<file path="src/rtl/dct_pkg.sv">
// Shared constants and datapath types for the 8-point DCT/IDCT blocks.
// ACC_WIDTH holds any 16-bit-input butterfly result, so nothing can wrap before the final clip.
package dct_pkg;

    localparam int OUT_WIDTH = 16;
    localparam int ACC_WIDTH = 2*OUT_WIDTH + 1;

    typedef logic signed [ACC_WIDTH-1:0] acc_t;

    localparam acc_t C64 = acc_t'(64);
    localparam acc_t C83 = acc_t'(83);
    localparam acc_t C36 = acc_t'(36);
    localparam acc_t C89 = acc_t'(89);
    localparam acc_t C75 = acc_t'(75);
    localparam acc_t C50 = acc_t'(50);
    localparam acc_t C18 = acc_t'(18);

    typedef struct packed {
        acc_t o0;
        acc_t o1;
        acc_t o2;
        acc_t o3;
    } idct_odd_struct;

    typedef struct packed {
        acc_t ee0;
        acc_t ee1;
        acc_t eo0;
        acc_t eo1;
    } idct_even_struct;

endpackage

</file>
<file path="src/rtl/idct8_odd_mac.sv">
// Odd half of the 8-point inverse butterfly: 4x4 constant multiply of c1, c3, c5 and c7.
module idct8_odd_mac
    import dct_pkg::*;
#(
    parameter int IN_WIDTH = 16
) (
    input  logic signed [IN_WIDTH-1:0] c1_i,
    input  logic signed [IN_WIDTH-1:0] c3_i,
    input  logic signed [IN_WIDTH-1:0] c5_i,
    input  logic signed [IN_WIDTH-1:0] c7_i,
    output idct_odd_struct             odd_o
);

    acc_t x1, x3, x5, x7;

    always_comb begin
        x1 = acc_t'(c1_i);
        x3 = acc_t'(c3_i);
        x5 = acc_t'(c5_i);
        x7 = acc_t'(c7_i);
        odd_o.o0 = C89*x1 + C75*x3 + C50*x5 + C18*x7;
        odd_o.o1 = C75*x1 - C18*x3 - C89*x5 - C50*x7;
        odd_o.o2 = C50*x1 - C89*x3 + C18*x5 + C75*x7;
        odd_o.o3 = C18*x1 - C50*x3 + C75*x5 - C89*x7;
    end

endmodule

</file>
<file path="src/rtl/idct8_1d_pipe.sv">
// 1-D 8-point inverse integer DCT, three register stages behind a single global stall enable.
// S1: constant products, S2: butterfly recombination, S3: round, shift and saturate.
module idct8_1d_pipe #(
    parameter int IN_WIDTH  = 16,
    parameter int OUT_WIDTH = dct_pkg::OUT_WIDTH,
    parameter int SHIFT     = 7
) (
    input  logic                   clk,
    input  logic                   rst_n,
    input  logic                   in_valid,
    output logic                   in_ready,
    input  logic [8*IN_WIDTH-1:0]  in_coef,
    output logic                   out_valid,
    input  logic                   out_ready,
    output logic [8*OUT_WIDTH-1:0] out_samp
);
    import dct_pkg::*;

    localparam acc_t RND  = acc_t'(1) <<< (SHIFT-1);
    localparam acc_t MAXV = acc_t'(2**(OUT_WIDTH-1) - 1);
    localparam acc_t MINV = -MAXV - acc_t'(1);

    logic                    adv;
    logic [2:0]              vld_q;
    logic signed [IN_WIDTH-1:0] c [8];
    idct_odd_struct          odd_d, odd_q;
    idct_even_struct         even_d, even_q;
    acc_t                    e [4];
    acc_t                    o [4];
    acc_t                    y_d [8];
    acc_t                    y_q [8];
    acc_t                    r [8];
    logic [8*OUT_WIDTH-1:0]  samp_d, samp_q;

    // The whole pipe moves as one; a stalled output freezes every stage.
    assign adv       = !vld_q[2] || out_ready;
    assign in_ready  = adv;
    assign out_valid = vld_q[2];
    assign out_samp  = samp_q;

    always_comb begin
        for (int k = 0; k < 8; k++) c[k] = in_coef[k*IN_WIDTH +: IN_WIDTH];
    end

    idct8_odd_mac #(.IN_WIDTH(IN_WIDTH)) u_odd (
        .c1_i  (c[1]),
        .c3_i  (c[3]),
        .c5_i  (c[5]),
        .c7_i  (c[7]),
        .odd_o (odd_d)
    );

    always_comb begin
        even_d.ee0 = C64 * (acc_t'(c[0]) + acc_t'(c[4]));
        even_d.ee1 = C64 * (acc_t'(c[0]) - acc_t'(c[4]));
        even_d.eo0 = C83*acc_t'(c[2]) + C36*acc_t'(c[6]);
        even_d.eo1 = C36*acc_t'(c[2]) - C83*acc_t'(c[6]);
    end

    always_comb begin
        e[0] = even_q.ee0 + even_q.eo0;
        e[1] = even_q.ee1 + even_q.eo1;
        e[2] = even_q.ee1 - even_q.eo1;
        e[3] = even_q.ee0 - even_q.eo0;
        o[0] = odd_q.o0;
        o[1] = odd_q.o1;
        o[2] = odd_q.o2;
        o[3] = odd_q.o3;
        for (int k = 0; k < 4; k++) begin
            y_d[k]   = e[k] + o[k];
            y_d[7-k] = e[k] - o[k];
        end
    end

    // Arithmetic shift floors toward -inf, so adding half an LSB first gives round-half-up.
    always_comb begin
        samp_d = '0;
        for (int n = 0; n < 8; n++) begin
            r[n] = (y_q[n] + RND) >>> SHIFT;
            if (r[n] > MAXV)      r[n] = MAXV;
            else if (r[n] < MINV) r[n] = MINV;
            samp_d[n*OUT_WIDTH +: OUT_WIDTH] = r[n][OUT_WIDTH-1:0];
        end
    end

    always_ff @(posedge clk or negedge rst_n) begin
        if (!rst_n) begin
            vld_q  <= '0;
            odd_q  <= '0;
            even_q <= '0;
            samp_q <= '0;
            for (int n = 0; n < 8; n++) y_q[n] <= '0;
        end else if (adv) begin
            vld_q  <= {vld_q[1:0], in_valid};
            odd_q  <= odd_d;
            even_q <= even_d;
            samp_q <= samp_d;
            for (int n = 0; n < 8; n++) y_q[n] <= y_d[n];
        end
    end

endmodule

</file>
<file path="config.mk">
export PLATFORM = sky130hd
export DESIGN_NAME = idct8_1d_pipe
export DESIGN_NICKNAME = d
export VERILOG_FILES = /design/src/rtl/dct_pkg.sv /design/src/rtl/idct8_odd_mac.sv /design/src/rtl/idct8_1d_pipe.sv
export SDC_FILE = /design/constraint.sdc
export NUM_CORES = 2
export LEC_CHECK = 0
export CORE_ASPECT_RATIO = 0.9
export CORE_MARGIN = 3
export CORE_UTILIZATION = 40
export DETAILED_ROUTE_END_ITERATION = 16
export PLACE_DENSITY = 0.65
export SYNTH_ARGS = -nofsm -noshare
export SYNTH_HDL_FRONTEND = slang
export SYNTH_SLANG_ARGS = --single-unit
</file>
<file path="constraint.sdc">
create_clock -name clk -period 6.2 [get_ports clk]
set_input_delay 0.62 -clock clk [delete_from_list [all_inputs] [get_ports clk]]
set_output_delay 0.62 -clock clk [all_outputs]
set_load 0.01 [all_outputs]
</file>
== Yosys cells after proc, flatten, opt, wreduce, memory -nomap -nowiden ==
Cells that the tools add are included.
Widths: inputs -> output; s select.
Word-level totals
  bits of input ports: 132
  output and inout port bits: 130
  register bits after elaboration: 647
Operators by class
  order comparisons: 16
  add/subtract/negate cells: 36
  reduce and logical (&&, ||, !) cells: 2
  multiplexer cells: 16
  multipliers: 20
Operators by type and width (count)
  $add 33x33->33: 12
  $sub 33x33->33: 12
  $add 33x8->33 const B: 8
  $mux 16: 16
  $mul 8x16->24 const A: 10
  $gt 26x16->1 const B: 8
  $lt 26x16->1 const B: 8
  $mul 5x16->21 const A: 6
  $mul 6x16->22 const A: 4
  $add 24x23->25: 1
  $sub 23x24->25: 1
  $add 16x16->17: 1
  $sub 16x16->17: 1
  $logic_not 1->1: 1
  $logic_or 1x1->1: 1

== Depth between registers and ports, before layout ==
  depth after elaboration: 4
  depth in mapped cells: 33
  gate-level depth less buffers: 33

== By module ==
From an unflattened synthesis, not the netlist that was laid out.
Unflattened totals
  cells, all modules: 9196
  area, all modules: 80622.3 µm²
By module, submodules not included
  idct8_1d_pipe: cells an instance 5534, area each 46841.2 µm², times used 1, seq. area each 14063.5 µm²
  idct8_odd_mac: cells an instance 3662, area each 33781.1 µm², times used 1, seq. area each 0.0 µm²

== Least setup slack after synthesis ==
No wires, ideal clock.
  path kind: input -> register
  start point: input port in_coef[115]
  end point: register odd_q (netlist bit o[24])
  data arrival time: 7.254 ns
  buffers on the path: 0
  setup time: 0.133 ns
  cell stages on the path: 31
  slack: -1.188 ns
  cells stage by stage: ha_1 ha_1 inv_1 fa_1 fa_1 inv_1 ha_1 nor2b_1 o21ai_0 a21boi_0 o21ai_0 a21boi_0 o21ai_0 nand2b_1 a21o_1 a21oi_1 xor2_1 fa_1 inv_1 fa_1 inv_1 ha_1 a21oi_1 nor2b_1 or4_1 o211ai_1 o22ai_1 o211a_1 or2_2 xnor2_1 o21ai_0
Between the ends
  cells in the longest elaborated chain, start to end: 2
Ends and longest elaborated chain
  start: declaration: line idct8_1d_pipe.sv:12  | input logic [8*IN_WIDTH-1:0] in_coef,
  $mul 8x16->24: line idct8_odd_mac.sv:24  | odd_o.o3 = C18*x1 - C50*x3 + C75*x5 - C89*x7;
  $sub 33x33->33: line idct8_odd_mac.sv:24
  end signal: assignment: line idct8_1d_pipe.sv:89  | odd_q <= '0;
  end signal: assignment: line idct8_1d_pipe.sv:95  | odd_q <= odd_d;
  end: declaration: line idct8_1d_pipe.sv:26  | idct_odd_struct odd_d, odd_q;
No other way between the ends.
A chain may end at the register's enable or synchronous reset.

== Worst setup path after layout ==
  start point: input port in_coef[116]
  end point: register odd_q (netlist bit o[28])
Same word-level chain as after synthesis.

==> impl_metrics.yaml <==
global_route:
  grtUsageTotal_pct: 26.2
  grt_overflow: 0
  grt_pass1_wl_um: 415000
  grt_start_max_net_pins: 192
  grt_pass1_vias: 71300
  antenna_found_initial: 3
placement:
  placed_cells: 13300
  dpl_worst_slack_ns: -1.75
  globalplace.congestion: 1.02
  port_buffers: 261
  dp_hpwl_um: 233000
critical_path:
  cp_slowest_cell: "fa_1"
  cp_max_fo: 4
  required_ns: 6.80
  r2r_start: "even_q[8]"
  critical_path.endpoint: "o[28]"
  r2r-end: "y_q[64]"
  ff2ff_setup_slack_ns: 0.32
  crit_type: "in -> reg"
  cp.depth: 32
  worstPathArrival_ns: 7.20
  crit_family: "adder cells"
  cp_slowest_stage_delay_ns: 0.55
  critical_path.startpoint: "in_coef[116]"
  path_buf_inv: 6
  start_kind: "input pin"
  end_kind: "flip-flop"
  rr_worst_depth: 21
layout:
  final_common_cell: "inv_1"
  layout.cells.non_filler: 13500
  syn2layout_area_growth_pct: 28.1
  final_nets: 12900
  drive_gt1_share_pct: 20.7
  final.fill_count: 18200
  final_cell_mix: "inv_1 (1,527), buf_4 (1,355), ha_1 (1,105)"
routing:
  via_per_inst: 5.26
  wl_per_cell_um: 20.3
  route.detailed.drc: 0
  ant_nets: 0
  vias: 71100
  drt_iter0_drc: 4897
  first_pass_iters: 6
  wl_um: 274000
min_path:
  hold_class: "in -> async"
timing:
  drv_slew: 0
  layout_min_cycle_time_ns: 6.60
  fin_skew_ns: 0.0450
  hold_ws_ns: 0.433
  hold_violations: 0
  setup_slack_ns: -0.403
  report.final.setup_viol: 48
  slew_headroom_pct: 20.0
  rsz0062_at_grt: "yes"
  fin_crit_sh_pct: 106
  fmax_ghz: 0.151
  tightest_slew_ns: 1.19
clocking:
  clkSinkCount: 562
  insertion_delay_ns: 0.70
  cts-htree-levels: 2
  clk_pin_slew_worst_paths_ns: 0.06
  tritoncts: "yes"
  root_buffer: "clkbuf_16"
  clk_path_buf_depth: 3
  cts_buffers: 61
logic_synthesis:
  synth_top_area_share_pct: 19.9
  async_flop_share_pct: 100
  syn_nets: 11400
  ys_ff_latch: 562
  synth_ff_type: "dfrtp_1"
  synth_edf_count: 0
  synth_area_leader_cell: "ha_1"
  syn_avg_cell_area_um2: 8.47
  ys_top_cells_by_area: "ha_1 (20%), dfrtp_1 (18%), fa_1 (15%)"
  synth_area_um2: 79400
  ys_types: 97
  seq_area_frac_synth_pct: 17.7
  ys_warn_count: 0
  synth_cells: 9373
floorplan:
  die-area_um2: 204000
  core_area_um2: 197000
  rows: 154
  initial_utilization_pct: 40.4
  die_w_um: 476
  die_h_um: 429
  ios: 262
run:
  cap_violations: 0
outcome:
  status: "complete, but fails checks"
  violations: "negative setup slack"
-- registers in the layout, indices dropped and copies added, names as in the netlist --
name and cells:
out_samp 128, even_q 83, vld_q 3, o 132, y_q 216
-- synth_stat cells, types with 22 or more instances --
master / n
a31oi_1: 80
xnor2_1: 538
nor4_1: 36
a21oi_1: 636
o21bai_1: 122
and3_1: 90
or3_1: 43
nor2b_1: 90
o211ai_1: 44
clkbuf_1: 210
o22a_1: 65
nand3_1: 208
and2_1: 30
nor2_1: 670
inv_1: 1593
a21o_1: 157
nand4_1: 48
or2_2: 22
o21ai_1: 74
nand2b_1: 106
xor2_1: 280
o31ai_1: 82
nor3_1: 133
a211oi_1: 49
o21ai_0: 438
ha_1: 1265
o21a_1: 86
dfrtp_1: 562
fa_1: 585
nand2_1: 625
-- final cells by class --
class	count	area (µm²)	share of cell area, %
clock buffers	82	1770	1.74
well taps	2574	3220	3.17
multi-input cells	6982	62500	61.5
clock inverters	30	363	0.357
flip-flops and latches	562	14100	13.8
repair buffers	1689	13800	13.6
diodes	2	5.00	0.00492
inverters	1596	6010	5.91
-- worst min path at each step --
stage	endpoint	slack (ns)
5_1_grt	y_q[210]	0.43
4_1_cts	out_samp[102]	0.39
6_report	y_q[210]	0.43
2_1_floorplan	even_q[0]	0.32
3_3_place_gp	vld_q[1]	0.44
3_5_place_dp	vld_q[2]	0.45
-- what timing repair did --
action	in CTS	in global routing
endpoints found under the setup margin	88	82
gates resized for setup	487	368
pin swaps	297	306
setup buffers	82	37
hold buffers	1	0
hold endpoints to repair	40	0
-- logic make-up (layout without fill, tap and decap cells) --
| group | Yosys count | in the layout | share of synthesized area, % |
|---|---|---|---|
| AO/OA/AOI/OAI | 2100 | 2100 | 16.7 |
| flip-flops | 562 | 562 | 17.7 |
| adder cells (fa/ha/maj) | 1850 | 1850 | 34.7 |
| multiplexers | 14 | 14 | 0.183 |
| AND/OR/NAND/NOR | 2199 | 2199 | 13.0 |
| XOR/XNOR | 819 | 819 | 9.06 |
| buffers and inverters | 1829 | 3397 | 8.68 |
| other | 0 | 2 | 0 |
-- routing by layer --
layer / vias up / share of wire [%] / global-route usage, %
met5: - / 0.0047 / 0
met4: 2 / 3.9 / 8.66
met3: 340 / 5.4 / 2.96
met1: 34700 / 45 / 36.1
li1: 34300 / - / -
met2: 1782 / 46 / 42.7
-- worst register-to-register path, cell delays in order, from the launching register on --
cell and delay [ns]:
dfrtp_1 0.41, inv_1 0.07, ha_1 0.42, nand2b_1 0.22, a221oi_1 0.38, o221ai_1 0.18
a21oi_1 0.34, o41ai_4 0.13, o21bai_1 0.17, a21oi_1 0.12, xnor2_1 0.56, ha_1 0.42
inv_1 0.18, o21bai_1 0.12, a221oi_1 0.47, nand3b_1 0.13, o21ai_1 0.31, o32ai_1 0.17
or4_1 0.48, a31oi_1 0.23, xnor2_1 0.17, a21oi_1 0.09
-- through the flow --
stage	cell area, µm²	setup TNS [ns]	utilization, %
floorplan	80500	-4.79	-
global placement	95700	-115.99	48.7
detailed placement	95700	-123.49	48.7
CTS	99900	-8.67	50.8
global route	102000	-19.18	51.8
finish	102000	-9.42	51.8
Power is not shown: default switching activity piles up to over one toggle a cycle in this logic, so the estimate is an artifact.
